==> config.mk <==
export PLATFORM = sky130hd
export DESIGN_NAME = shift_add_ctrl
export DESIGN_NICKNAME = d
export VERILOG_FILES = /design/src/rtl/shift_add_pkg.sv /design/src/rtl/shift_add_ctrl.sv
export SDC_FILE = /design/constraint.sdc
export NUM_CORES = 1
export LEC_CHECK = 0
export CAP_MARGIN = 20
export CORE_AREA = 2 2 39 41
export CTS_BUF_LIST = sky130_fd_sc_hd__clkbuf_4 sky130_fd_sc_hd__clkbuf_8 sky130_fd_sc_hd__clkbuf_16
export DETAILED_ROUTE_END_ITERATION = 8
export DIE_AREA = 0 0 41 43
export HOLD_SLACK_MARGIN = 0.12
export PLACE_DENSITY = 0.57
export SETUP_SLACK_MARGIN = 0.15
export SLEW_MARGIN = 20
export SYNTH_ARGS = -nofsm -noshare
export SYNTH_HDL_FRONTEND = slang
export SYNTH_SLANG_ARGS = --single-unit
==> constraint.sdc <==
create_clock -name clk -period 2 [get_ports clk]
set_input_delay 0.2 -clock clk [delete_from_list [all_inputs] [get_ports clk]]
set_output_delay 0.2 -clock clk [all_outputs]
set_load 0.05 [all_outputs]
==> src/rtl/shift_add_pkg.sv <==
// Shared types for the shift-add multiplier: shift-register control codes
// and the sequencing FSM state encoding.
package shift_add_pkg;

  typedef logic [1:0] sr_ctrl_t;

  localparam sr_ctrl_t SR_HOLD = 2'b00;
  localparam sr_ctrl_t SR_SHR  = 2'b01;
  localparam sr_ctrl_t SR_SHL  = 2'b10;
  localparam sr_ctrl_t SR_LOAD = 2'b11;

  typedef enum logic [2:0] {
    IDLE  = 3'd0,
    LOAD  = 3'd1,
    TEST  = 3'd2,
    ADD   = 3'd3,
    SHIFT = 3'd4,
    DONE  = 3'd5
  } state_t;

endpackage

==> src/rtl/shift_add_ctrl.sv <==
// Sequencing FSM for the shift-add multiplier: one LOAD, then N iterations of
// TEST -> (ADD) -> SHIFT, then a single-cycle DONE pulse back to IDLE.
module shift_add_ctrl
  import shift_add_pkg::*;
#(
  parameter int N = 8
) (
  input  logic       clk,
  input  logic       rst,
  input  logic       start,
  input  logic       q_lsb,
  output logic [1:0] a_ctrl,
  output logic [1:0] q_ctrl,
  output logic       m_load,
  output logic       acc_clr,
  output logic       add_en,
  output logic       c_clr,
  output logic       busy,
  output logic       done
);

  localparam int CW = (N > 1) ? $clog2(N) : 1;
  localparam logic [CW-1:0] LAST = CW'(N - 1);

  state_t        state, state_nxt;
  logic [CW-1:0] count, count_nxt;

  always_ff @(posedge clk) begin
    if (rst) begin
      state <= IDLE;
      count <= '0;
    end else begin
      state <= state_nxt;
      count <= count_nxt;
    end
  end

  // Outputs depend only on the registered state; start/q_lsb only steer next state.
  always_comb begin
    state_nxt = state;
    count_nxt = count;
    a_ctrl    = SR_HOLD;
    q_ctrl    = SR_HOLD;
    m_load    = 1'b0;
    acc_clr   = 1'b0;
    add_en    = 1'b0;
    c_clr     = 1'b0;
    busy      = (state != IDLE);
    done      = 1'b0;
    case (state)
      IDLE: begin
        if (start) state_nxt = LOAD;
      end
      LOAD: begin
        q_ctrl    = SR_LOAD;
        m_load    = 1'b1;
        acc_clr   = 1'b1;
        count_nxt = '0;
        state_nxt = TEST;
      end
      TEST: begin
        state_nxt = q_lsb ? ADD : SHIFT;
      end
      ADD: begin
        add_en    = 1'b1;
        state_nxt = SHIFT;
      end
      SHIFT: begin
        a_ctrl = SR_SHR;
        q_ctrl = SR_SHR;
        c_clr  = 1'b1;
        if (count == LAST) begin
          state_nxt = DONE;
        end else begin
          count_nxt = count + 1'b1;
          state_nxt = TEST;
        end
      end
      DONE: begin
        done      = 1'b1;
        state_nxt = IDLE;
      end
      default: begin
        busy      = 1'b0;
        state_nxt = IDLE;
      end
    endcase
  end

endmodule

# Word level (Yosys, flattened, before mapping)
# Cells that the tools add are included.
# totals
output_inout_bits	10
regBits	6
input_bits	4
# op_classes
muxes	13
add_sub_neg	1
reduce_logical	5
n_eq_ne	8
# op_table
op	count
$pmux W3 S5	1
$mux W3	4
$eq A3 B3 Y1 const B	3
$eq A3 B2 Y1 const B	2
$mux W1	6
$pmux W3 S2	1
$reduce_or A6 Y1	1
$ne A2 B2 Y1 const B	2
$pmux W2 S2	1
$add A3 B1 Y3 const B	1
$eq A3 B1 Y1 const B	1
$logic_not A3 Y1	1
$reduce_bool A3 Y1	1
$reduce_and A2 Y1	1
$reduce_bool A2 Y1	1

# Logic depth before layout (Yosys ltp)
# logic_depth
ltp_word	3
depth_mapped	6

# Worst setup path after synthesis
# No wires, ideal clock.
# synth_path
path_kind	reg2out
startpoint	register state[2]
endpoint	output port a_ctrl[0]
stages_incl_launch_ff	5
t_required_ns	1.800
path_buffers	2
arrival_time_ns	1.453
slack_ns	0.347
path_cell_list	dfxtp_1 -> buf_6 -> or3b_4 -> inv_1 -> buf_4
# synth_via
elab_chain_len	2
# synth_rtl
item	line_no	rtl
start, declared	shift_add_ctrl.sv:25	state_t state, state_nxt;
start signal, assigned	shift_add_ctrl.sv:33	state <= state_nxt;
$eq A3 B3 Y1	shift_add_ctrl.sv:50	case (state)
$mux W1	shift_add_ctrl.sv:50	
end, declared	shift_add_ctrl.sv:12	output logic [1:0] a_ctrl,
# No other way between the ends.

# Worst setup path after layout
# Same ends and word-level chain as after synthesis.

==> results.rst <==
.. list-table::
   :header-rows: 1

   * - Metric
     - Value
   * - Static Leakage
     - 0.249 nW
   * - Power density cells
     - 747 mW/mm2
   * - Port Buf Inserts
     - 12
   * - Crit-path slowest cell
     - sky130_fd_sc_hd__dfxtp_1
   * - Number of filler instances in the final layout
     - 157
   * - RSZ-0062 raised after global routing
     - false
   * - Cell variety after synth
     - 24
   * - Max-Cap Viols
     - 0
   * - Mean number of vias per cell
     - around 4.7
   * - Number of buffers between clock root and the deepest sink
     - 2
   * - Setup slack after placement
     - between 0.4 and 0.5 ns
   * - Share of the core filled with cells
     - 39.4%
   * - Fraction of layout cells with a size suffix above 1
     - between 30 and 40%
   * - Combinational family with the most area after synthesis
     - simple AND/OR/NAND/NOR gates
   * - Starting Density
     - 30.7%
   * - Vias in the first global route
     - a little under 300
   * - Routed WL
     - 798 um
   * - Number of register bits inferred by synthesis
     - 6
   * - Type of element launching the critical path
     - flop
   * - TritonCTS clock tree
     - yes
   * - Peak Freq
     - 580 MHz
   * - DRC violation total after the first TritonRoute iteration
     - 3
   * - Post-route worst hold slack
     - 0.490 ns
   * - Worst path setup slack after routing
     - 0.277 ns
   * - Final RePlAce weighted congestion
     - between 0.7 and 0.8
   * - Post-synthesis xor/xnor area fraction
     - 0%
   * - Min-Delay Path Class
     - reg2reg
   * - Maximum fanout along the worst path
     - 10
   * - Total number of nets in the final design
     - 63
   * - Number of clock buffers inserted by TritonCTS
     - 3
   * - Max IR drop VDD
     - 0.278 mV
   * - Max-slew violation count
     - 0
   * - Synthesized area
     - ~430 um2
   * - Hold Buf Count CTS
     - 0
   * - Synthesis-to-layout area growth
     - 28.2%
   * - Sequential area share after synthesis
     - 28.2%
   * - Horizontal extent of the die
     - between 40 and 50 um
   * - Global-route total usage across every layer
     - 10.9%
   * - First-pass iteration count of the detailed router
     - 2
   * - Post-synthesis compound-gate area fraction
     - 12.4%
   * - Hold Fails Final Rpt
     - 0
   * - H-tree lvl count
     - 1
   * - Synthesized-area fraction occupied by and/or/nand/nor cells
     - 32.9%
   * - Fraction of synthesized cell area taken by the top area cell type
     - 28.2%
   * - CP max stage delay
     - 0.49 ns
   * - Crit-path cells
     - or3b_4 > inv_1 > buf_12
   * - Multiplexer area fraction after synthesis
     - 3.53%
   * - Critical path endpoint category
     - output pin
   * - Worst-path clk slew
     - 0.05 ns
   * - Final sum of negative setup slack
     - 0 ns
   * - CP bufs+invs
     - 2
   * - Antenna violations before repair
     - 0
   * - Top Ports
     - 14
   * - DRC violations left
     - 0
   * - Wire length of the first global-routing pass
     - 1210 um
   * - Number of gates given a new drive strength after cts
     - 0
   * - Top cells by area, synth
     - sky130_fd_sc_hd__dfxtp_1 (28%), sky130_fd_sc_hd__buf_4 (7.1%), sky130_fd_sc_hd__ha_1 (5.9%), sky130_fd_sc_hd__nor4b_4 (5.6%), sky130_fd_sc_hd__buf_6 (5.3%)
   * - Average wire length per cell after detail routing
     - 11.2 um
   * - Post-synthesis net count
     - 53
   * - Outcome
     - completed
   * - Post-Synthesis Mean Instance Area
     - 9.05 um2
   * - Final period util
     - 86.2%
   * - Total die area
     - 0.00176 mm2
   * - Setup violations, final
     - 0
   * - Yosys synthesis warning count
     - 0
   * - Vert. Die Dim
     - 43 um
   * - Count of antenna diodes in the layout
     - 0
   * - Syn Inst Count
     - 47
   * - Site Rows
     - 14
   * - Leading area contributor after synthesis
     - sky130_fd_sc_hd__dfxtp_1
   * - Vias
     - 332
   * - Number of sinks driven by the clock tree
     - 6
   * - Clk_skew
     - a little under 0.0008 ns
   * - Post-route ant nets
     - 0
   * - Buffer type at the clock tree root
     - sky130_fd_sc_hd__clkbuf_4
   * - Largest net degree at the start of global routing
     - 14
   * - Shortest clock period the worst path allows after layout
     - 1.72 ns
   * - Data required time of the critical path
     - 1.80 ns
   * - Post-detail-place hpwl
     - slightly below 600 um
   * - Critical Path AT
     - roughly 1.5 ns
   * - GRT Residual Overflow
     - 0
   * - Buffers inserted by post-CTS timing repair
     - 0
   * - Category of the most critical setup path
     - reg2out
   * - Fraction of the mapped netlist area in adder cells
     - 5.88%
   * - Placeable core region
     - 0.00138 mm2
   * - Insertion delay to the later sink of the worst-skew pair
     - 0.24 ns
   * - Crit-path leading delay family
     - flip-flops
-- routing by layer --
layer	GRT usage (%)	wire length, um	up-vias
li1	-	-	173
met1	13.1	374	154
met2	13.4	378	5
met3	6.81	45	0
met4	8.00	0	0
met5	0	0	-
-- synth_stat cells, drive strengths merged --
library cell,count
a32oi,1
or4,1
a31oi,1
and3,1
conb,1
or3b,1
nor3,4
nand2b,2
dfxtp,6
nand3b,1
nor2b,1
inv,3
a21oi,3
ha,2
a22o,2
nand2,3
o21ai,1
nor2,4
mux2,1
nor4b,1
buf,7
-- where the power goes --
part	total, mW	switching, mW	internal, mW
Sequential	0.143	0.0171	0.126
Clock	0.110	0.0424	0.0678
Combinational	0.155	0.0986	0.0563
-- layout by cell type, fill, tap and decap left out, types with 2 or more instances in the layout --
master	instances
sky130_fd_sc_hd__a21oi_1	3
sky130_fd_sc_hd__clkbuf_4	3
sky130_fd_sc_hd__buf_4	6
sky130_fd_sc_hd__nand2b_1	2
sky130_fd_sc_hd__dfxtp_1	6
sky130_fd_sc_hd__buf_12	3
sky130_fd_sc_hd__clkdlybuf4s50_1	3
sky130_fd_sc_hd__nand2_1	3
sky130_fd_sc_hd__nor2_1	4
sky130_fd_sc_hd__nor3_1	3
sky130_fd_sc_hd__a22o_1	2
sky130_fd_sc_hd__ha_1	2
sky130_fd_sc_hd__inv_1	3
-- area by class of cell --
class                      instances  area, um2  area share [%]
sequential                         6        120            22.0
clock buffer                       3       22.5            4.13
timing repair buffer              12        135            24.8
inverter                           3       11.3            2.06
multi-input combinational         31        236            43.3
tap                               16       20.0            3.67
-- per-stage QoR --
step                cells  instance area [um2]  power (mW)
floorplan              47                  425       0.262
global placement       68                  523       0.301
global route           71                  546       0.435
CTS                    71                  546       0.415
finish                 71                  546       0.408
detailed placement     68                  523       0.301
-- worst paths after layout --
| path | start | endpoint | slack [ns] | cells past startpoint |
|---|---|---|---|---|
| worst max-delay path | state[2] | a_ctrl[0] | 0.28 | 3 |
| worst min-delay path | count[2] | count[2] | 0.49 | 1 |
| worst max register to register | count[0] | count[0] | 0.46 | 5 |
| worst min register to register | count[2] | count[2] | 0.49 | 1 |
-- worst reg2reg max path, cell delays in order (launching register included) --
cell	delay, ns
sky130_fd_sc_hd__dfxtp_1	0.32
sky130_fd_sc_hd__ha_1	0.20
sky130_fd_sc_hd__ha_1	0.27
sky130_fd_sc_hd__nor4b_4	0.26
sky130_fd_sc_hd__nor3_1	0.11
sky130_fd_sc_hd__mux2_4	0.26
-- sequential cells by signal, indices dropped and copies added (netlist names) --
signal / cells
state: 3
count: 3
-- logic make-up (layout without fill, tap and decap cells) --
group,after synthesis,in the layout
adder cells (fa/ha/maj),2,2
buffers and inverters,10,18
multiplexers,1,1
AO/OA/AOI/OAI,8,8
other,1,1
flip-flops,6,6
AND/OR/NAND/NOR,19,19
Power figures use the tool's default switching activity.
